## src/rtl/hazard_pkg.sv

```systemverilog
// hazard_pkg
//   Shared types and helpers for the pipeline hazard controller.
//   - cond_e      : branch condition encoding used by EX (AL/EQ/LT/NE)
//   - op_class_e  : instruction classes the hazard logic cares about
//   - fsm_e       : flush FSM states
//   - op_class()  : maps an opcode onto its class. The opcode encodings are
//                   passed in so the top can take them from parameters.
//   - cond_met()  : evaluates a branch condition against the ALU flags
package hazard_pkg;

    // Widest opcode the decode helper accepts; narrower opcodes are zero-extended.
    localparam int OPC_W_MAX = 16;

    // Default opcode encodings. Anything not listed is treated as ALU.
    localparam int OPC_NOP    = 0;
    localparam int OPC_LOAD   = 1;
    localparam int OPC_STORE  = 2;
    localparam int OPC_BRANCH = 3;

    typedef enum logic [1:0] {
        COND_AL = 2'd0,
        COND_EQ = 2'd1,
        COND_LT = 2'd2,
        COND_NE = 2'd3
    } cond_e;

    typedef enum logic [2:0] {
        CLS_ALU    = 3'd0,
        CLS_LOAD   = 3'd1,
        CLS_STORE  = 3'd2,
        CLS_BRANCH = 3'd3,
        CLS_NOP    = 3'd4
    } op_class_e;

    typedef enum logic {
        ST_IDLE  = 1'b0,
        ST_FLUSH = 1'b1
    } fsm_e;

    function automatic op_class_e op_class(
        input logic [OPC_W_MAX-1:0] opc,
        input logic [OPC_W_MAX-1:0] opc_nop,
        input logic [OPC_W_MAX-1:0] opc_load,
        input logic [OPC_W_MAX-1:0] opc_store,
        input logic [OPC_W_MAX-1:0] opc_branch
    );
        op_class_e cls;
        if (opc == opc_nop) begin
            cls = CLS_NOP;
        end else if (opc == opc_load) begin
            cls = CLS_LOAD;
        end else if (opc == opc_store) begin
            cls = CLS_STORE;
        end else if (opc == opc_branch) begin
            cls = CLS_BRANCH;
        end else begin
            cls = CLS_ALU;
        end
        return cls;
    endfunction

    function automatic logic cond_met(input cond_e cond, input logic z, input logic n);
        logic met;
        case (cond)
            COND_AL: met = 1'b1;
            COND_EQ: met = z;
            COND_LT: met = n;
            COND_NE: met = ~z;
            default: met = 1'b0;
        endcase
        return met;
    endfunction

endpackage

```

## src/rtl/hazard_scoreboard.sv

```systemverilog
// hazard_scoreboard
//   Per-register countdown of in-flight writes. Each register holds the number
//   of cycles until its pending result lands in the register file.
//   Ports:
//     clk, rst_n            clock, asynchronous active-low reset
//     freeze_i              hold every count (memory busy)
//     wr_en_i/wr_addr_i     start tracking a new write to wr_addr_i ...
//     wr_val_i              ... with this many cycles remaining
//     rd_addr_a_i/_b_i      two query ports
//     busy_a_o/busy_b_o     queried register count exceeds BUSY_THRESH
//   A write to a register overrides that register's decrement in the same
//   cycle. Queries see the registered count, so a same-cycle write is not
//   visible to a read until the next cycle.
module hazard_scoreboard #(
    parameter int REG_ADDR_W  = 4,
    parameter int CNT_W       = 3,
    parameter int BUSY_THRESH = 0,
    parameter int ZERO_REG_EN = 1
) (
    input  logic                  clk,
    input  logic                  rst_n,
    input  logic                  freeze_i,
    input  logic                  wr_en_i,
    input  logic [REG_ADDR_W-1:0] wr_addr_i,
    input  logic [CNT_W-1:0]      wr_val_i,
    input  logic [REG_ADDR_W-1:0] rd_addr_a_i,
    input  logic [REG_ADDR_W-1:0] rd_addr_b_i,
    output logic                  busy_a_o,
    output logic                  busy_b_o
);

    localparam int NUM_REGS = 2 ** REG_ADDR_W;
    localparam logic [CNT_W-1:0] THRESH = CNT_W'(BUSY_THRESH);

    logic [CNT_W-1:0] cnt_q [NUM_REGS];
    logic [CNT_W-1:0] cnt_d [NUM_REGS];
    logic             wr_ok;
    logic             zero_a;
    logic             zero_b;

    // r0 is never tracked when it is hard-wired to zero.
    assign wr_ok  = wr_en_i && !((ZERO_REG_EN != 0) && (wr_addr_i == '0));
    assign zero_a = (ZERO_REG_EN != 0) && (rd_addr_a_i == '0);
    assign zero_b = (ZERO_REG_EN != 0) && (rd_addr_b_i == '0);

    always_comb begin
        for (int r = 0; r < NUM_REGS; r++) begin
            cnt_d[r] = cnt_q[r];
            if (!freeze_i && (cnt_q[r] != '0)) begin
                cnt_d[r] = cnt_q[r] - 1'b1;
            end
        end
        if (wr_ok) begin
            cnt_d[wr_addr_i] = wr_val_i;
        end
    end

    always_ff @(posedge clk or negedge rst_n) begin
        if (!rst_n) begin
            for (int r = 0; r < NUM_REGS; r++) begin
                cnt_q[r] <= '0;
            end
        end else begin
            for (int r = 0; r < NUM_REGS; r++) begin
                cnt_q[r] <= cnt_d[r];
            end
        end
    end

    assign busy_a_o = !zero_a && (cnt_q[rd_addr_a_i] > THRESH);
    assign busy_b_o = !zero_b && (cnt_q[rd_addr_b_i] > THRESH);

endmodule

```

## src/rtl/hazard_control_unit.sv

```systemverilog
// hazard_control_unit
//   Hazard controller for a 5-stage pipeline (IF/ID/EX/MEM/WB).
//   - Tracks in-flight register writes in hazard_scoreboard and stalls IF/ID
//     with a bubble into EX on RAW / load-use hazards.
//   - Freezes the whole pipe while data memory is busy.
//   - Resolves EX branches from the ALU flags and squashes younger
//     instructions for BR_PENALTY cycles via a small flush FSM.
//   - Counts RAW/load-use stall cycles in a saturating counter.
//   Build option: define HAZARD_FWD_EN when the datapath has forwarding;
//   then a register only blocks readers while its result is further away
//   than an ALU result (load-use only). Without it readers wait for the
//   register-file write.
//   Ports:
//     clk, rst_n                       clock, asynchronous active-low reset
//     id_valid_i, id_opcode_i          instruction in ID and its opcode
//     id_rs1_i/id_rs2_i, id_use_rs*_i  source registers and whether read
//     id_rd_i, id_we_i                 destination register and write enable
//     ex_branch_i, ex_cond_i           branch in EX and its condition
//     flag_z_i, flag_n_i               ALU flags seen by EX
//     mem_busy_i                       data memory not ready
//     stall_if_o, stall_id_o           hold PC/IF-ID and ID
//     bubble_ex_o                      insert NOP into ID/EX
//     flush_if_o, flush_id_o           squash IF/ID and ID/EX
//     take_branch_o                    PC selects branch target
//     stall_cycles_o                   saturating RAW stall-cycle count
//     dbg_state_o                      flush FSM state
//   Handshake: the ID instruction issues in a cycle when id_valid_i is high
//   and none of flush, mem_busy_i or a RAW hazard holds it; otherwise it is
//   either held (stall) or squashed (flush) and never counted as issued.
module hazard_control_unit
    import hazard_pkg::*;
#(
    parameter int OPCODE_W    = 4,
    parameter int REG_ADDR_W  = 4,
    parameter int WB_LAT      = 3,
    parameter int LOAD_EXTRA  = 1,
    parameter int BR_PENALTY  = 2,
    parameter int ZERO_REG_EN = 1,
    parameter int PERF_W      = 16,
    parameter logic [OPCODE_W-1:0] OP_NOP    = OPCODE_W'(OPC_NOP),
    parameter logic [OPCODE_W-1:0] OP_LOAD   = OPCODE_W'(OPC_LOAD),
    parameter logic [OPCODE_W-1:0] OP_STORE  = OPCODE_W'(OPC_STORE),
    parameter logic [OPCODE_W-1:0] OP_BRANCH = OPCODE_W'(OPC_BRANCH)
) (
    input  logic                  clk,
    input  logic                  rst_n,
    input  logic                  id_valid_i,
    input  logic [OPCODE_W-1:0]   id_opcode_i,
    input  logic [REG_ADDR_W-1:0] id_rs1_i,
    input  logic [REG_ADDR_W-1:0] id_rs2_i,
    input  logic                  id_use_rs1_i,
    input  logic                  id_use_rs2_i,
    input  logic [REG_ADDR_W-1:0] id_rd_i,
    input  logic                  id_we_i,
    input  logic                  ex_branch_i,
    input  logic [1:0]            ex_cond_i,
    input  logic                  flag_z_i,
    input  logic                  flag_n_i,
    input  logic                  mem_busy_i,
    output logic                  stall_if_o,
    output logic                  stall_id_o,
    output logic                  bubble_ex_o,
    output logic                  flush_if_o,
    output logic                  flush_id_o,
    output logic                  take_branch_o,
    output logic [PERF_W-1:0]     stall_cycles_o,
    output fsm_e                  dbg_state_o
);

    localparam int CNT_W  = $clog2(WB_LAT + LOAD_EXTRA + 1);
    localparam int FCNT_W = (BR_PENALTY > 2) ? $clog2(BR_PENALTY) : 1;

`ifdef HAZARD_FWD_EN
    // Results closer than an ALU result are reachable through forwarding.
    localparam int BUSY_THRESH = WB_LAT;
`else
    localparam int BUSY_THRESH = 0;
`endif

    fsm_e              state_q, state_d;
    logic [FCNT_W-1:0] fcnt_q, fcnt_d;
    logic [FCNT_W-1:0] fcnt_dec;
    logic [PERF_W-1:0] stall_cycles_q, stall_cycles_d;

    op_class_e         cls;
    logic              busy_a;
    logic              busy_b;
    logic              raw;
    logic              raw_stall;
    logic              take;
    logic              flush;
    logic              issue;
    logic              wr_en;
    logic [CNT_W-1:0]  wr_val;

    always_comb begin
        cls = op_class(OPC_W_MAX'(id_opcode_i), OPC_W_MAX'(OP_NOP), OPC_W_MAX'(OP_LOAD),
                       OPC_W_MAX'(OP_STORE), OPC_W_MAX'(OP_BRANCH));
    end

    assign take  = (state_q == ST_IDLE) && ex_branch_i
                   && cond_met(cond_e'(ex_cond_i), flag_z_i, flag_n_i);
    assign flush = (state_q == ST_FLUSH) || take;

    assign raw = id_valid_i && ((id_use_rs1_i && busy_a) || (id_use_rs2_i && busy_b));
    // Only a hazard that actually drives the stall counts; flush and memory
    // busy take precedence over it.
    assign raw_stall = raw && !flush && !mem_busy_i;
    assign issue     = id_valid_i && !flush && !mem_busy_i && !raw;

    // Only ALU and LOAD classes produce a register result.
    assign wr_en  = issue && id_we_i && ((cls == CLS_ALU) || (cls == CLS_LOAD));
    assign wr_val = (cls == CLS_LOAD) ? CNT_W'(WB_LAT + LOAD_EXTRA) : CNT_W'(WB_LAT);

    hazard_scoreboard #(
        .REG_ADDR_W  (REG_ADDR_W),
        .CNT_W       (CNT_W),
        .BUSY_THRESH (BUSY_THRESH),
        .ZERO_REG_EN (ZERO_REG_EN)
    ) u_scoreboard (
        .clk         (clk),
        .rst_n       (rst_n),
        .freeze_i    (mem_busy_i),
        .wr_en_i     (wr_en),
        .wr_addr_i   (id_rd_i),
        .wr_val_i    (wr_val),
        .rd_addr_a_i (id_rs1_i),
        .rd_addr_b_i (id_rs2_i),
        .busy_a_o    (busy_a),
        .busy_b_o    (busy_b)
    );

    // Flush FSM. The taken-branch cycle itself is the first flush cycle, so
    // FLUSH is held for BR_PENALTY-1 further unfrozen cycles and left on the
    // cycle whose decrement reaches zero.
    assign fcnt_dec = fcnt_q - 1'b1;

    always_comb begin
        state_d = state_q;
        fcnt_d  = fcnt_q;
        case (state_q)
            ST_IDLE: begin
                if (take && !mem_busy_i && (BR_PENALTY > 1)) begin
                    state_d = ST_FLUSH;
                    fcnt_d  = FCNT_W'(BR_PENALTY - 1);
                end
            end
            ST_FLUSH: begin
                if (!mem_busy_i) begin
                    if ((fcnt_q == '0) || (fcnt_dec == '0)) begin
                        state_d = ST_IDLE;
                        fcnt_d  = '0;
                    end else begin
                        fcnt_d = fcnt_dec;
                    end
                end
            end
            default: begin
                state_d = ST_IDLE;
                fcnt_d  = '0;
            end
        endcase
    end

    always_comb begin
        stall_cycles_d = stall_cycles_q;
        if (raw_stall && (stall_cycles_q != '1)) begin
            stall_cycles_d = stall_cycles_q + 1'b1;
        end
    end

    always_ff @(posedge clk or negedge rst_n) begin
        if (!rst_n) begin
            state_q        <= ST_IDLE;
            fcnt_q         <= '0;
            stall_cycles_q <= '0;
        end else begin
            state_q        <= state_d;
            fcnt_q         <= fcnt_d;
            stall_cycles_q <= stall_cycles_d;
        end
    end

    // Outputs are gated by rst_n so they drop the moment reset asserts,
    // regardless of what the pipeline is still presenting on the inputs.
    always_comb begin
        stall_if_o    = 1'b0;
        stall_id_o    = 1'b0;
        bubble_ex_o   = 1'b0;
        flush_if_o    = 1'b0;
        flush_id_o    = 1'b0;
        take_branch_o = 1'b0;
        if (rst_n) begin
            if (flush) begin
                flush_if_o    = 1'b1;
                flush_id_o    = 1'b1;
                take_branch_o = take;
            end else if (mem_busy_i) begin
                stall_if_o = 1'b1;
                stall_id_o = 1'b1;
            end else if (raw) begin
                stall_if_o  = 1'b1;
                stall_id_o  = 1'b1;
                bubble_ex_o = 1'b1;
            end
        end
    end

    assign stall_cycles_o = stall_cycles_q;
    assign dbg_state_o    = state_q;

endmodule

```

## config.mk

```make
export PLATFORM = sky130hd
export DESIGN_NAME = hazard_control_unit
export DESIGN_NICKNAME = d
export VERILOG_FILES = /design/src/rtl/hazard_pkg.sv /design/src/rtl/hazard_scoreboard.sv /design/src/rtl/hazard_control_unit.sv
export SDC_FILE = /design/constraint.sdc
export NUM_CORES = 1
export LEC_CHECK = 0
export ABC_CLOCK_PERIOD_IN_PS = 2380
export BUFFER_PORTS_ARGS = -buffer_cell sky130_fd_sc_hd__buf_2
export CORE_AREA = 3 3 96 98
export CTS_CLUSTER_DIAMETER = 200
export DETAILED_ROUTE_END_ITERATION = 10
export DIE_AREA = 0 0 99 101
export PLACE_DENSITY = 0.83
export SYNTH_ARGS = -nofsm -noshare
export SYNTH_HDL_FRONTEND = slang
export SYNTH_SLANG_ARGS = --single-unit
```

## constraint.sdc

```tcl
create_clock -name clk -period 2.38 [get_ports clk]
set_clock_uncertainty 0.1 [all_clocks]
set_input_delay 0 -clock clk [delete_from_list [all_inputs] [get_ports clk]]
set_output_delay 0 -clock clk [all_outputs]
set_load 0.02 [all_outputs]
```

* Yosys cells after proc, flatten, opt, wreduce, memory -nomap -nowiden *
Cells that the tools add are included.

storage, ports and cells
  register bits after elaboration = 66
  bits of input ports = 28
  output and inout port bits = 23

cells by class
  $add $sub $neg = 18
  magnitude comparators = 6
  equality and inequality tests = 10
  mux-type cells = 51
  bitwise gates (word level) = 7
  reduce and logical (&&, ||, !) cells = 67

operators by type and width
  cell                   count
  $mux 3                 24
  $bwmux 48              1
  $mux 48                1
  $reduce_bool 3->1      16
  $sub 3x1->3 const B    16
  $logic_and 1x1->1      34
  $bmux 3 s4             2
  $mux 1                 17
  $add 16x1->16 const B  1
  $logic_not 4->1        4
  $ne 16x16->1 const B   1
  $ge 5x5->1 const B     3
  $not 4->5              3
  $demux 3 s4            1
  $eq 4x2->1 const B     2
  $gt 3x1->1 const B     2
  $logic_not 1->1        6
  $lt 5x1->1 const B     1
  $eq 2x2->1 const B     2
  $eq 4x1->1 const B     1
  $logic_or 1x1->1       4
  $mux 2                 2
  $not 1->1              4
  $pmux 1 s2             2
  9 further kinds        9

* Depth between registers and ports, before layout *
Gate-level depths: netlist of run 1.

  word-level depth = 15
  depth in mapped cells = 10
  mapped depth without buffers = 7

* Modules after synthesis *
From an unflattened synthesis of run 1, not the netlist that was laid out.

unflattened totals
  cells, all modules = 476
  area, all modules = 4066.4 um^2

modules (own cells, without submodules)
  module               instances  cells an instance  area each (um^2)
  hazard_scoreboard    1          374                3057.9
  hazard_control_unit  1          102                1008.5

* Least setup slack after synthesis of run 1 *
OpenSTA, ideal clock, no wires.

  path kind = reg2reg
  from = register u_scoreboard.cnt_q[12] (netlist name)
  to = register stall_cycles_q[1] (netlist: stall_cycles_o[1])
  data arrival time = 2.377 ns
  data required time = 2.155 ns
  path slack = -0.221 ns
  stages on the path, launching flop included = 8
  clock period less this slack = 2.601 ns
  cells stage by stage = dfrtp_1 > or3_1 > mux4_2 > o2111ai_2 > o311ai_2 > o21ai_1 > buf_2 > mux2_2

between the ends
  word-level cells in the longest chain between the ends = 11
  elaborated cells on any way between the ends = 17

RTL lines
  what                                            line                                              text
  start: declaration                              hazard_scoreboard.sv:35                           logic [CNT_W-1:0] cnt_q [NUM_REGS];
  start signal: indexed assignment                hazard_scoreboard.sv:65                           cnt_q[r] <= cnt_d[r];
  $bmux 3 s4, on equally long branches            hazard_scoreboard.sv:70, hazard_scoreboard.sv:71
  $mux 3, on equally long branches (2 in series)  hazard_scoreboard.sv:70, hazard_scoreboard.sv:71
  $gt 3x1->1, on equally long branches            hazard_scoreboard.sv:70, hazard_scoreboard.sv:71
  $logic_and 1x1->1, on equally long branches     hazard_scoreboard.sv:70, hazard_scoreboard.sv:71
  $logic_and 1x1->1                               hazard_control_unit.sv:105                        assign raw = id_valid_i && ((id_use_rs1_i && busy_a) || (id_use_rs2_i && busy_b));
  $logic_or 1x1->1 (*)                            hazard_control_unit.sv:105
  $logic_and 1x1->1 (*)                           hazard_control_unit.sv:105
  $logic_and 1x1->1 (*) (2 in series)             hazard_control_unit.sv:108                        assign raw_stall = raw && !flush && !mem_busy_i;
  $logic_and 1x1->1 (*)                           hazard_control_unit.sv:167                        if (raw_stall && (stall_cycles_q != '1)) begin
  end signal: assignment                          hazard_control_unit.sv:180                        stall_cycles_q <= stall_cycles_d;
  end: declaration                                hazard_control_unit.sv:83                         logic [PERF_W-1:0] stall_cycles_q, stall_cycles_d;

Every way passes the cells marked *; elsewhere a longest branch is shown, timed or not. The select of a mux whose other input is x is not followed.
A chain may end at the register's enable or synchronous reset.

==> results of run 1 <==
-- repair_timing --
item	CTS	global route
resized for setup	32	13
setup endpoints to repair	64	64
pin swaps	9	6
hold buffers	3	0
hold endpoints to repair	67	0
buffers inserted	4	2
-- through the flow --
step	setup WS [ps]	total power, mW	TNS, ps
2_1_floorplan	-205.9	3.487	-8984
3_3_place_gp	-308.7	4.196	-14930
3_5_place_dp	-405.8	4.407	-19250
4_1_cts	-386.4	5.369	-19330
5_1_grt	-484.3	5.870	-26160
6_report	-385.9	5.414	-21020
-- registers in the layout, indices dropped and copies added (netlist names) --
name,flops
u_scoreboard.cnt_q,48
stall_cycles_o,16
dbg_state_o,1
-- report_power, final --
part	internal (mW)	switching (mW)	total, mW	leakage [nW]
Sequential	1.56	0.341	1.90	0.779
Clock	0.430	0.417	0.847	0.0932
Combinational	1.31	1.36	2.66	2.14
-- worst register-to-register path, cell delays in order, from the launching register on --
cell	delay [ps]
sky130_fd_sc_hd__dfrtp_1	390
sky130_fd_sc_hd__or3_1	400
sky130_fd_sc_hd__mux4_2	500
sky130_fd_sc_hd__o2111ai_4	220
sky130_fd_sc_hd__o311ai_4	160
sky130_fd_sc_hd__nor3b_4	250
sky130_fd_sc_hd__buf_12	190
sky130_fd_sc_hd__buf_12	110
sky130_fd_sc_hd__nand4_4	120
sky130_fd_sc_hd__mux2i_1	180
-- Yosys cell counts, drive strengths merged, types with 2 or more instances --
| master | count |
|---|---|
| and3 | 2 |
| mux4 | 3 |
| mux2i | 49 |
| or3 | 9 |
| nand4b | 3 |
| nand4 | 11 |
| dfrtp | 65 |
| xnor2 | 19 |
| clkbuf | 10 |
| nand2b | 5 |
| nor3b | 2 |
| ha | 33 |
| o22ai | 3 |
| xor2 | 11 |
| inv | 55 |
| nor2 | 35 |
| nand3 | 10 |
| and4 | 3 |
| nor3 | 9 |
| nor4 | 10 |
| mux2 | 3 |
| o221ai | 2 |
| o21ai | 20 |
| nor4b | 4 |
| buf | 15 |
| a211oi | 3 |
| nor2b | 5 |
| or2 | 10 |
| nand2 | 30 |
| a21oi | 17 |
-- cell type report --
class	count	area [um2]	share of cell area [%]
Multi-Input combinational cell	321	2758	48.33
Tap cell	108	135.1	2.368
Inverter	55	206.4	3.618
Clock inverter	3	15.01	0.2632
Sequential cell	65	1627	28.51
Timing Repair Buffer	109	805.8	14.12
Clock buffer	13	158.9	2.785
-- routing by layer --
| layer | part of all wire, % | global-route usage (%) | wire length, um |
|---|---|---|---|
| met1 | 38 | 25.72 | 4286 |
| met2 | 54 | 42.25 | 6106 |
| met3 | 5.7 | 4.844 | 641 |
| met4 | 2.1 | 7.458 | 238 |
| met5 | 0 | 0 | 0 |
-- kinds of logic after synthesis --
kind of cell,Yosys count,share of synthesized area [%]
AOI/OAI and AO/OA,53,7.175
muxes,55,13.15
buffers and inverters,80,7.369
DFF,65,36.15
and+or+nand+nor,150,21.13
xor gates and xnor gates,30,5.840
adders and majority gates,33,9.177
-- path summary, 6_finish.rpt --
path                                              from                      to  slack (ps)  depth (start not counted)
min in group asynchronous                        rst_n       stall_cycles_o[2]          50                          2
max in group asynchronous                        rst_n  u_scoreboard.cnt_q[37]        1480                          3
worst max-delay path            u_scoreboard.cnt_q[21]  u_scoreboard.cnt_q[11]        -390                          9
worst min register to register       stall_cycles_o[5]       stall_cycles_o[5]         400                          1
worst max register to register  u_scoreboard.cnt_q[21]  u_scoreboard.cnt_q[11]        -390                          9
worst min-delay path                        id_rd_i[2]  u_scoreboard.cnt_q[39]          40                          4
==> metrics list, run 1 <==
- The flow ran to the end, but the final reports show violations.
- The checks that failed: setup timing.
- Top-area cell type share of the netlist area: 36.15%
* Arrival time of the worst setup path: 2860 ps
- Vias after detailed routing: about 3,800
- The first global-routing pass estimated around 18,000 um of wire.
- Die extent in y: 101 um
- During synthesis, Yosys emitted a total of 0 warnings.
* Peak clock frequency supported by timing: 0.3616 GHz
* Detailed-route wire length: roughly 11,000 um
- Max-cap violations in this run came to 0.
- Post-synth net total: 527
- Cell area power density: between 900 and 1000 mW/mm2
- Number of placement rows: 34
- Number of nets at the end of the flow: 622
- Cts bufs inserted: 9
- Number of enable flip-flop cells after synthesis: 0
* Slew Viols, Final: 0
* Summed area of non-filler cells in the final layout: 0.005705 mm2
- Initial antenna violation count: 0
- Relative slew slack: 52.18%
* Overall global routing resource usage: between 20% and 30%
- Worst-Skew Late Latency: 350 ps
- The count of nets left with antenna violations once routing finished came out at 0.
* Final-report hold violation count: 0
- Cell Area, Placed: 0.005248 mm2
- Detailed placement ended at an HPWL of 7909 um.
- CP dominant cell by count: sky130_fd_sc_hd__buf_12
* Number of primary I/O pins: 51
* Share of flip-flops with an asynchronous set or reset: between 90% and 100%
- The synthesized design spends more area on one cell type than any other, namely sky130_fd_sc_hd__dfrtp_1.
- After layout, the minimum clock period comes to 2766 ps.
- Antenna diode count: 0
- Syn avg cell area: 9.655 um2
- Of the synthesized area, sequential elements account for 36.15%.
- The initial utilization of the core area, before any placement, comes to 52.62%.
- Worst Tran Pin Value: 715.9 ps
* DRC violations left: 0
* Buffers plus inverters on the worst setup path: 2
- The clock passes through at most 2 buffers.
- TritonCTS clock tree: built
- In this run, synthesis produced a sequential element count of between 60 and 70.
* WS Path Type: reg -> reg
- After clock tree synthesis, the clock-pin slew on the worst setup and hold paths is ~70 ps.
* Largest fanout on the critical path: 9
- Dividing the detail-routed via count by the number of cells gives 5.688.
- For this run the aggregate overflow at the end of global routing stands at 0.
- CP required: 2470 ps
* Final GP Congestion: 0.8630
- Number of sinks driven by the clock tree: 65
* Period Utilization, post-route: 116.2%
* Leading cell types by total area after synthesis: sky130_fd_sc_hd__dfrtp_1 36%, sky130_fd_sc_hd__mux2i_1 11%, sky130_fd_sc_hd__ha_1 9.2%
- Unique masters post-synth: 50
- Unrepaired setup endpoints after global routing: true
* Maximum number of pins on one net before global-route repair: 48
- CP endpoint kind: flip-flop
- Counting every instance in the synthesized netlist gives 466.
- CTS HTree Levels: 3
* Worst hold-check path type: in -> reg
- For this run, the share of the core covered by cells in the final layout is 66.73%.
- For this design the static power due to leakage is 3.014 nW.
- IR drop worst, VDD: 628.8 uV
- The core region is 0.008551 mm2.
- Delay-heaviest family, CP: simple AND/OR/NAND/NOR gates
* DIE WIDTH: slightly below 100 um
- STA classifies the critical path startpoint as a flip-flop.
* Most used cells in the layout excluding fill and tap cells: 65 x sky130_fd_sc_hd__dfrtp_1, 55 x sky130_fd_sc_hd__inv_1, 49 x sky130_fd_sc_hd__buf_2
* Final-layout worst hold slack: between 40 and 50 ps
- Non-filler instance count after layout: 674
- The signal on the critical path passes through or3_1 > mux4_2 > o2111ai_4 > o311ai_4 > nor3b_4 > buf_12 > buf_12 > nand4_4 > mux2i_1.
- Fill cells in the final layout number 627.
- The detailed router finished its first iteration with ~170 violations.
- Worst path setup slack after routing: -385.9 ps
- Once placement completed, the tool counted placed cells totaling 649.
- Post-synth top flop: sky130_fd_sc_hd__dfrtp_1
- Die footprint: about 0.01 mm2
- The largest single stage delay on the critical path is 500 ps.
* Wire per inst: around 17 um
- The synthesized netlist occupies a cell area of 0.004499 mm2.
* Setup violations, final: 64
- Share of cells above drive strength 1: 30.92%
- In this run the clock root is driven by a sky130_fd_sc_hd__clkbuf_8.
- Most common cell after layout, fill and taps aside: sky130_fd_sc_hd__dfrtp_1
- For this run, the detailed router's first-pass iteration total came to 4.
* Highest-delay cell along the critical path: sky130_fd_sc_hd__mux4_2
* Number of global-route vias before repair: 3,935
* Count of buffers from port buffering: 50
* Area overhead of the layout relative to synthesis: 26.81%
Power figures use the tool's default switching activity.
==> run 2, diff against run 1 <==
Settings changed: ABC_CLOCK_PERIOD_IN_PS 2380 to 3100, CORE_AREA 3 3 96 98 to 3 3 93 95, DIE_AREA 0 0 99 101 to 0 0 96 98, PLACE_DENSITY 0.83 to 0.84.
Clock period 2.38 ns to 3.1 ns, I/O delays scaled along.
==> run 2 against run 1 <==
Net effect:
- the run now ends clean
- critical path depth is 1 lower
- final cell count decreased by 8.2%
- worst hold slack improved by 12 ps
- die area down 5.9%
- via count is 7.7% lower
- critical endpoint is now stall_id_o
- highest routed layer unchanged
==> metrics list, run 2 (same netlist as run 1, synthesis figures left out) <==
- Clock-pin slew on the worst setup and hold paths: around 70 ps
- The worst hold path belongs to the class in -> reg.
- The number of antenna violations at the first check in global routing is 0.
- Critical R2R Launch: u_scoreboard.cnt_q[21]
- Leaving out fill and tap cells, the most frequent cell in the layout is sky130_fd_sc_hd__dfrtp_1.
- For the pin with the worst max-slew slack, the measured transition is 688.4 ps.
- Once the floorplan was initialized, standard cells occupied 57.63% of the core.
* Number of buffers inserted for hold repair after clock tree synthesis: 6
* Number of sinks driven by the clock tree: 65
* Post-cts resize count: 0
* Peak clock frequency supported by timing: 0.3371 GHz
- The number of pins with negative max-slew slack in the final report is 0.
* Library cell used as clock root buffer: sky130_fd_sc_hd__clkbuf_8
* Vias after detailed routing: 3,539
- For hold timing, the worst endpoint is u_scoreboard.cnt_q[23].
* Count of buffers from port buffering: 50
- Wire per inst: 15.81 um
- Iteration-0 DRC count of the detailed router: between 100 and 150
- Setup repair after global routing left no endpoint under its margin.
- Detailed-route wire length: 9786 um
- Number of global-route vias before repair: 3,499
* Final GP Congestion: 0.8655
* Setup violations, final: 0
* Shortest clock period the worst path allows after layout: around 3000 ps
- Number of max-capacitance violations reported: 0
- STA classifies the critical path startpoint as a flip-flop.
- Setup slack on the critical path of the routed design comes to roughly 130 ps.
- Area overhead of the layout relative to synthesis: 11.96%
- Antenna-violating nets left: 0
* Half-perimeter wire length of the detailed placement result: around 7300 um
* Max FFs per register: 48
* Worst reg-to-reg path cell count: 8
- Leaving out fill and tap cells, the most frequent cells in the layout are 65 x sky130_fd_sc_hd__dfrtp_1, 55 x sky130_fd_sc_hd__inv_1, 50 x sky130_fd_sc_hd__buf_2.
- Cts bufs inserted: 9
- Arrival time of the worst setup path: between 2000 and 3000 ps
* Number of primary I/O pins: 51
- TritonCTS built the clock tree.
* Share of cells above drive strength 1: between 10% and 20%
- Along the worst hold path, the cell count comes to 4.
- The cell family contributing the most delay on the critical path is simple AND/OR/NAND/NOR gates.
* Number of placement rows: 32
- The die covers around 0.0094 mm2.
- Antenna diode count: 0
* Period Utilization, post-route: a little over nine tenths
- The startpoint identified for the worst hold timing path is id_rd_i[0].
* DRC violations left: 0
- The worst setup path is captured at an output port.
* Die extent in y: between 90 and 100 um
- Walking the worst path, the cells encountered are or3_1 > mux4_2 > o2111ai_2 > o311ai_2 > or2_1 > a21oi_1 > nor4_1 > buf_2.
* Cell area power density: 735.6 mW/mm2
- From left edge to right edge, the die measures 96 um.
- IR analysis of the VDD net gives a maximum drop of 488.2 uV.
* Maximum buffer depth of the clock tree: 2
* Final-report hold violation count: 0
- The first detailed-routing pass took 4 iterations.
- Entering global routing, the biggest net connects 44 pins.
- Highest-delay cell along the critical path: sky130_fd_sc_hd__mux4_2
- Register with the most flip-flops: u_scoreboard.cnt_q
- R2r endpoint: u_scoreboard.cnt_q[3]
* Buffers plus inverters on the worst setup path: 1
- In this run the cell area measured after placement is 0.004815 mm2.
- Relative slew slack: between 50% and 60%
- Standby leakage power: 2.661 nW
- Placeable Area: 0.007807 mm2
* Overall global routing resource usage: 21.94%
- WS Path Type: reg -> out
- Once layout is done, the placed cells without fillers occupy 0.005037 mm2.
* Crit path largest cell delay: 480 ps
- OpenSTA, run right after detailed placement, puts the worst setup slack at 221.4 ps.
* Number of nets at the end of the flow: between 500 and 600
- Largest fanout on the critical path: 6
- CP required: approximately 3000 ps
- The run finished with clean final reports.
* Total setup buffers inserted after CTS: 0
* First-pass GRT wire length: ~16,000 um
* FF-to-FF setup slack: 200 ps
- For the worst-skew pair, the clock arrives at the later sink with an insertion delay of around 350 ps.
- After routing, the total negative slack on setup checks comes to 0 ps.
- Summed over all layers, the global routing overflow is 0.
- CTS HTree Levels: 3
- Average vias per placed instance: 5.717
-- run 2: cell types whose count changed in the layout (fill, tap and decap cells not counted), sizes merged --
cell	delta
clkinv	-3
clkbuf	+1
dlygate4sd3	+3
buf	-50
-- run 2: area by class of cell --
class                   instances  area (um2)
repair buffers                 62       367.9
flip-flops and latches         65        1627
well taps                     102       127.6
inverters                      55       206.4
multi-input cells             321        2546
clock buffers                  14       162.7
fillers                       629        2770
-- run 2: worst min-delay path, cell delays in order --
cell and delay, ps:
sky130_fd_sc_hd__buf_2 100, sky130_fd_sc_hd__nor2_1 130, sky130_fd_sc_hd__nand4_4 150, sky130_fd_sc_hd__mux2i_1 70
-- run 2: metal layers --
metal / part of all wire, % / global-route usage, % / wire, um / up-vias
met5: 0 / 0 / 0 / -
met4: 1.5 / 6.018 / 143 / 0
met3: 5.4 / 6.009 / 524 / 18
met2: 51 / 36.75 / 4994 / 96
met1: 42 / 27.51 / 4124 / 1723
li1: - / - / - / 1702
-- run 2: stage by stage --
step	instances	util (%)	power (mW)	hold slack, ps
2_1_floorplan	466	-	2.663	-395.6
3_3_place_gp	599	61.67	2.918	-71.69
3_5_place_dp	599	61.67	3.083	-63.40
4_1_cts	619	64.52	3.737	45.72
5_1_grt	619	64.52	4.057	69.94
6_report	619	64.52	3.705	56.09
-- run 2: power by group --
group	total, mW	switching (mW)	internal, mW	leakage, nW
combinational	1.57	0.859	0.715	1.80
sequential	1.50	0.296	1.20	0.779
clock	0.635	0.308	0.327	0.0826
total	3.71	1.46	2.24	2.66
-- run 2: worst max-delay path by stage --
| stage | from | endpoint | slack [ps] | depth (start not counted) |
|---|---|---|---|---|
| floorplan | u_scoreboard.cnt_q[12] | stall_cycles_o[1] | 500 | 7 |
| global placement | u_scoreboard.cnt_q[12] | u_scoreboard.cnt_q[5] | 360 | 8 |
| detailed placement | u_scoreboard.cnt_q[12] | u_scoreboard.cnt_q[3] | 220 | 8 |
| CTS | u_scoreboard.cnt_q[21] | stall_id_o | 130 | 8 |
| global route | u_scoreboard.cnt_q[21] | stall_id_o | 2 | 8 |
| finish | u_scoreboard.cnt_q[21] | stall_id_o | 130 | 8 |
==> run 3, diff against run 2 <==
Settings changed: CELL_PAD_IN_SITES_DETAIL_PLACEMENT set to 0, CELL_PAD_IN_SITES_GLOBAL_PLACEMENT set to 1, CORE_AREA 3 3 93 95 to 3 3 103 105, CTS_BUF_LIST set to sky130_fd_sc_hd__clkbuf_4 sky130_fd_sc_hd__clkbuf_8 sky130_fd_sc_hd__clkbuf_16, DIE_AREA 0 0 96 98 to 0 0 106 108, PLACE_DENSITY 0.84 to 0.87.
==> run 3 against run 2 <==
Net effect:
- setup slack better by 11 ps
- power increased by 2.2%
- first-iteration DRC count grew 3.1%
- non-clock buffer count increased by 1
- largest power group unchanged
==> metrics list, run 3 (same netlist as run 1, synthesis figures left out) <==
* Unrepaired setup endpoints after global routing: false
* Fill cell instance count of the final layout: 893
- TritonCTS clock tree: built
* Share of cells above drive strength 1: 19.23%
* Clock-pin slew on the worst setup and hold paths: 70 ps
- At the pin with the least slew margin, the transition time is 811.1 ps.
- The path class of the tightest hold or removal check is in -> reg.
- In this run the tightest slew margin relative to its limit is ~46%.
* Slew Viols, Final: 0
- Buffers placed on the I/O ports in this run total 50.
- Outcome: finished clean
* Starting Density: 46.24%
- The area growth from synthesis to layout is 13.93%.
- Worst-Skew Late Latency: 340 ps
- Tracing the worst setup path back leads to its startpoint at u_scoreboard.cnt_q[21].
- Summed over all failing endpoints, the final setup total negative slack is 0 ps.
- Power consumption: 3.786 mW
- At the placement stage, the worst setup path has a slack of approximately 220 ps.
- R2r endpoint: u_scoreboard.cnt_q[35]
- The number of antenna violations at the first check in global routing is 0.
* Maximum buffer depth of the clock tree: 2
- DRC violations left: 0
* Iteration-0 DRC count of the detailed router: 132
- The pre-antenna-repair detailed-routing pass consisted of 5 iterations.
* Multi-input gate area in the final layout: 0.002546 mm2
- Buffers plus inverters on the worst setup path: 1
- After routing the design area is 0.005126 mm2.
- The critical path runs through a total of 8 cells.
- Delay-heaviest family, CP: simple AND/OR/NAND/NOR gates
* Crit-path cells: or3_1 > mux4_2 > o2111ai_2 > o311ai_2 > or2_1 > a21oi_1 > nor4_1 > buf_2
* Arrival time of the worst setup path: around 2900 ps
* Vias after detailed routing: roughly 3,400
- Most used cells in the layout excluding fill and tap cells: 65 x sky130_fd_sc_hd__dfrtp_1, 55 x sky130_fd_sc_hd__inv_1, 50 x sky130_fd_sc_hd__buf_2
- WS Path Type: reg -> out
- The final critical path takes up between 90% and 100% of the cycle.
* Final GP Congestion: 0.8210
- Final-report hold violation count: 0
- The number of antenna diodes in the final layout is 0.
* CP endpoint kind: output port
* Die footprint: roughly 0.011 mm2
- Cell area power density: 738.6 mW/mm2
* CTS HTree Levels: 3
- Entering global routing, the biggest net connects 62 pins.
- The die is 108 um tall.
- Number of sinks driven by the clock tree: 65
- IR analysis of the VDD net gives a maximum drop of between 300 and 400 uV.
* Highest-delay cell along the critical path: sky130_fd_sc_hd__mux4_2
- Half-perimeter wire length of the detailed placement result: 7249 um
- The final layout contains about 580 nets.
* Number of primary I/O pins: ~50
- Subtracting the final worst setup slack from the clock period gives 2956 ps.
- The register with the most flip-flops in the final layout is u_scoreboard.cnt_q.
- Number of global-route vias before repair: 3,407
* Critical R2R Launch: u_scoreboard.cnt_q[21]
* Number of placement rows: 36
- Antenna-violating nets left: 0
- The worst setup path is launched from a flip-flop.
- Most common cell after layout, fill and taps aside: sky130_fd_sc_hd__dfrtp_1
- Counting the buffers created by CTS gives 9.
- The first global-routing pass estimated 16,570 um of wire.
- After detailed routing, the number of vias per cell comes to roughly 5.2.
- Setup violations, final: 0
* Detailed-route wire length: 9848 um
- Of all nets on the critical path, the largest fanout is 6.
- In this run the horizontal extent of the chip is 106 um.
- The placed instances occupy a cell area of 0.004846 mm2.
- Worst setup path end: stall_id_o
- Across the run, the number of max-cap violations was 0.
- Final core utilization: 52.69%
* Library cell used as clock root buffer: sky130_fd_sc_hd__clkbuf_8
* Worst path setup slack after routing: 144.4 ps
- Standby leakage power: 2.687 nW
- The core region is 0.009729 mm2.
- The largest single stage delay on the critical path is 490 ps.
- The register with the most flip-flops in the layout has 48 of them.
- Overall global routing resource usage: approximately 18%
- CP required: 3000 ps
- Area taken by flip-flops and latches: 0.001627 mm2
- Dividing the detail-routed wire length by the instance count gives 15.08 um.
- Based on the critical path, the design can be clocked at up to 0.3383 GHz.
* FF-to-FF setup slack: 190 ps
* Worst reg-to-reg path cell count: 8
- For this run the aggregate overflow at the end of global routing stands at 0.
[run 3: cell count changes in the layout (fill, tap and decap cells not counted)]
cell | before | now
sky130_fd_sc_hd__buf_4 | 5 | 4
sky130_fd_sc_hd__bufinv_16 | 0 | 1
sky130_fd_sc_hd__clkbuf_1 | 3 | 0
sky130_fd_sc_hd__clkbuf_4 | 0 | 3
sky130_fd_sc_hd__clkbuf_8 | 11 | 10
sky130_fd_sc_hd__clkinv_2 | 0 | 2
sky130_fd_sc_hd__dlygate4sd3_1 | 6 | 8
[run 3: per-stage QoR]
step	std cells	hold WS [ps]
floorplan	466	-395.6
global placement	629	-252.0
detailed placement	629	-252.1
CTS	653	13.87
global route	653	48.33
finish	653	27.17
[run 3: cell type report]
| cell class | instances | share of cell area (%) |
|---|---|---|
| Clock buffer | 13 | 3.124 |
| Sequential cell | 65 | 31.73 |
| Multi-Input combinational cell | 321 | 49.67 |
| Timing Repair Buffer | 63 | 7.420 |
| Tap cell | 133 | 3.246 |
| Clock inverter | 3 | 0.7811 |
| Inverter | 55 | 4.027 |
[run 3: layer usage]
layer / GRT usage (%) / up-vias / wire (um) / part of all wire [%]
met1: 23.62 / 1621 / 4470 / 45
met4: 4.348 / 0 / 146 / 1.5
li1: - / 1700 / - / -
met2: 31.06 / 70 / 4701 / 48
met5: 0 / - / 0 / 0
met3: 4.896 / 15 / 529 / 5.4
[run 3: what timing repair did]
action,4_1_cts,5_1_grt
hold buffers,8,0
resized for setup,0,0
setup buffers,0,0
hold endpoints to repair,79,0
[run 3: how the worst min path moves through the flow]
| stage | from | to | slack (ps) | cells past startpoint |
|---|---|---|---|---|
| global route | id_rd_i[0] | u_scoreboard.cnt_q[10] | 50 | 4 |
| CTS | id_rd_i[0] | u_scoreboard.cnt_q[10] | 10 | 4 |
| finish | id_rd_i[0] | u_scoreboard.cnt_q[10] | 30 | 4 |
| detailed placement | rst_n | stall_cycles_o[13] | -250 | 1 |
| floorplan | rst_n | dbg_state_o | -400 | 0 |
| global placement | rst_n | stall_cycles_o[13] | -250 | 1 |
[run 3: tightest hold or removal path, delay by kind of cell]
kind          cells  cell delay [ps]
simple gates      2              260
mux               1               80
buf+inv           1              100
[run 3: power by group]
part	switching, mW	internal (mW)	leakage, nW
clock	0.324	0.418	0.108
combinational	0.842	0.709	1.80
sequential	0.293	1.20	0.779
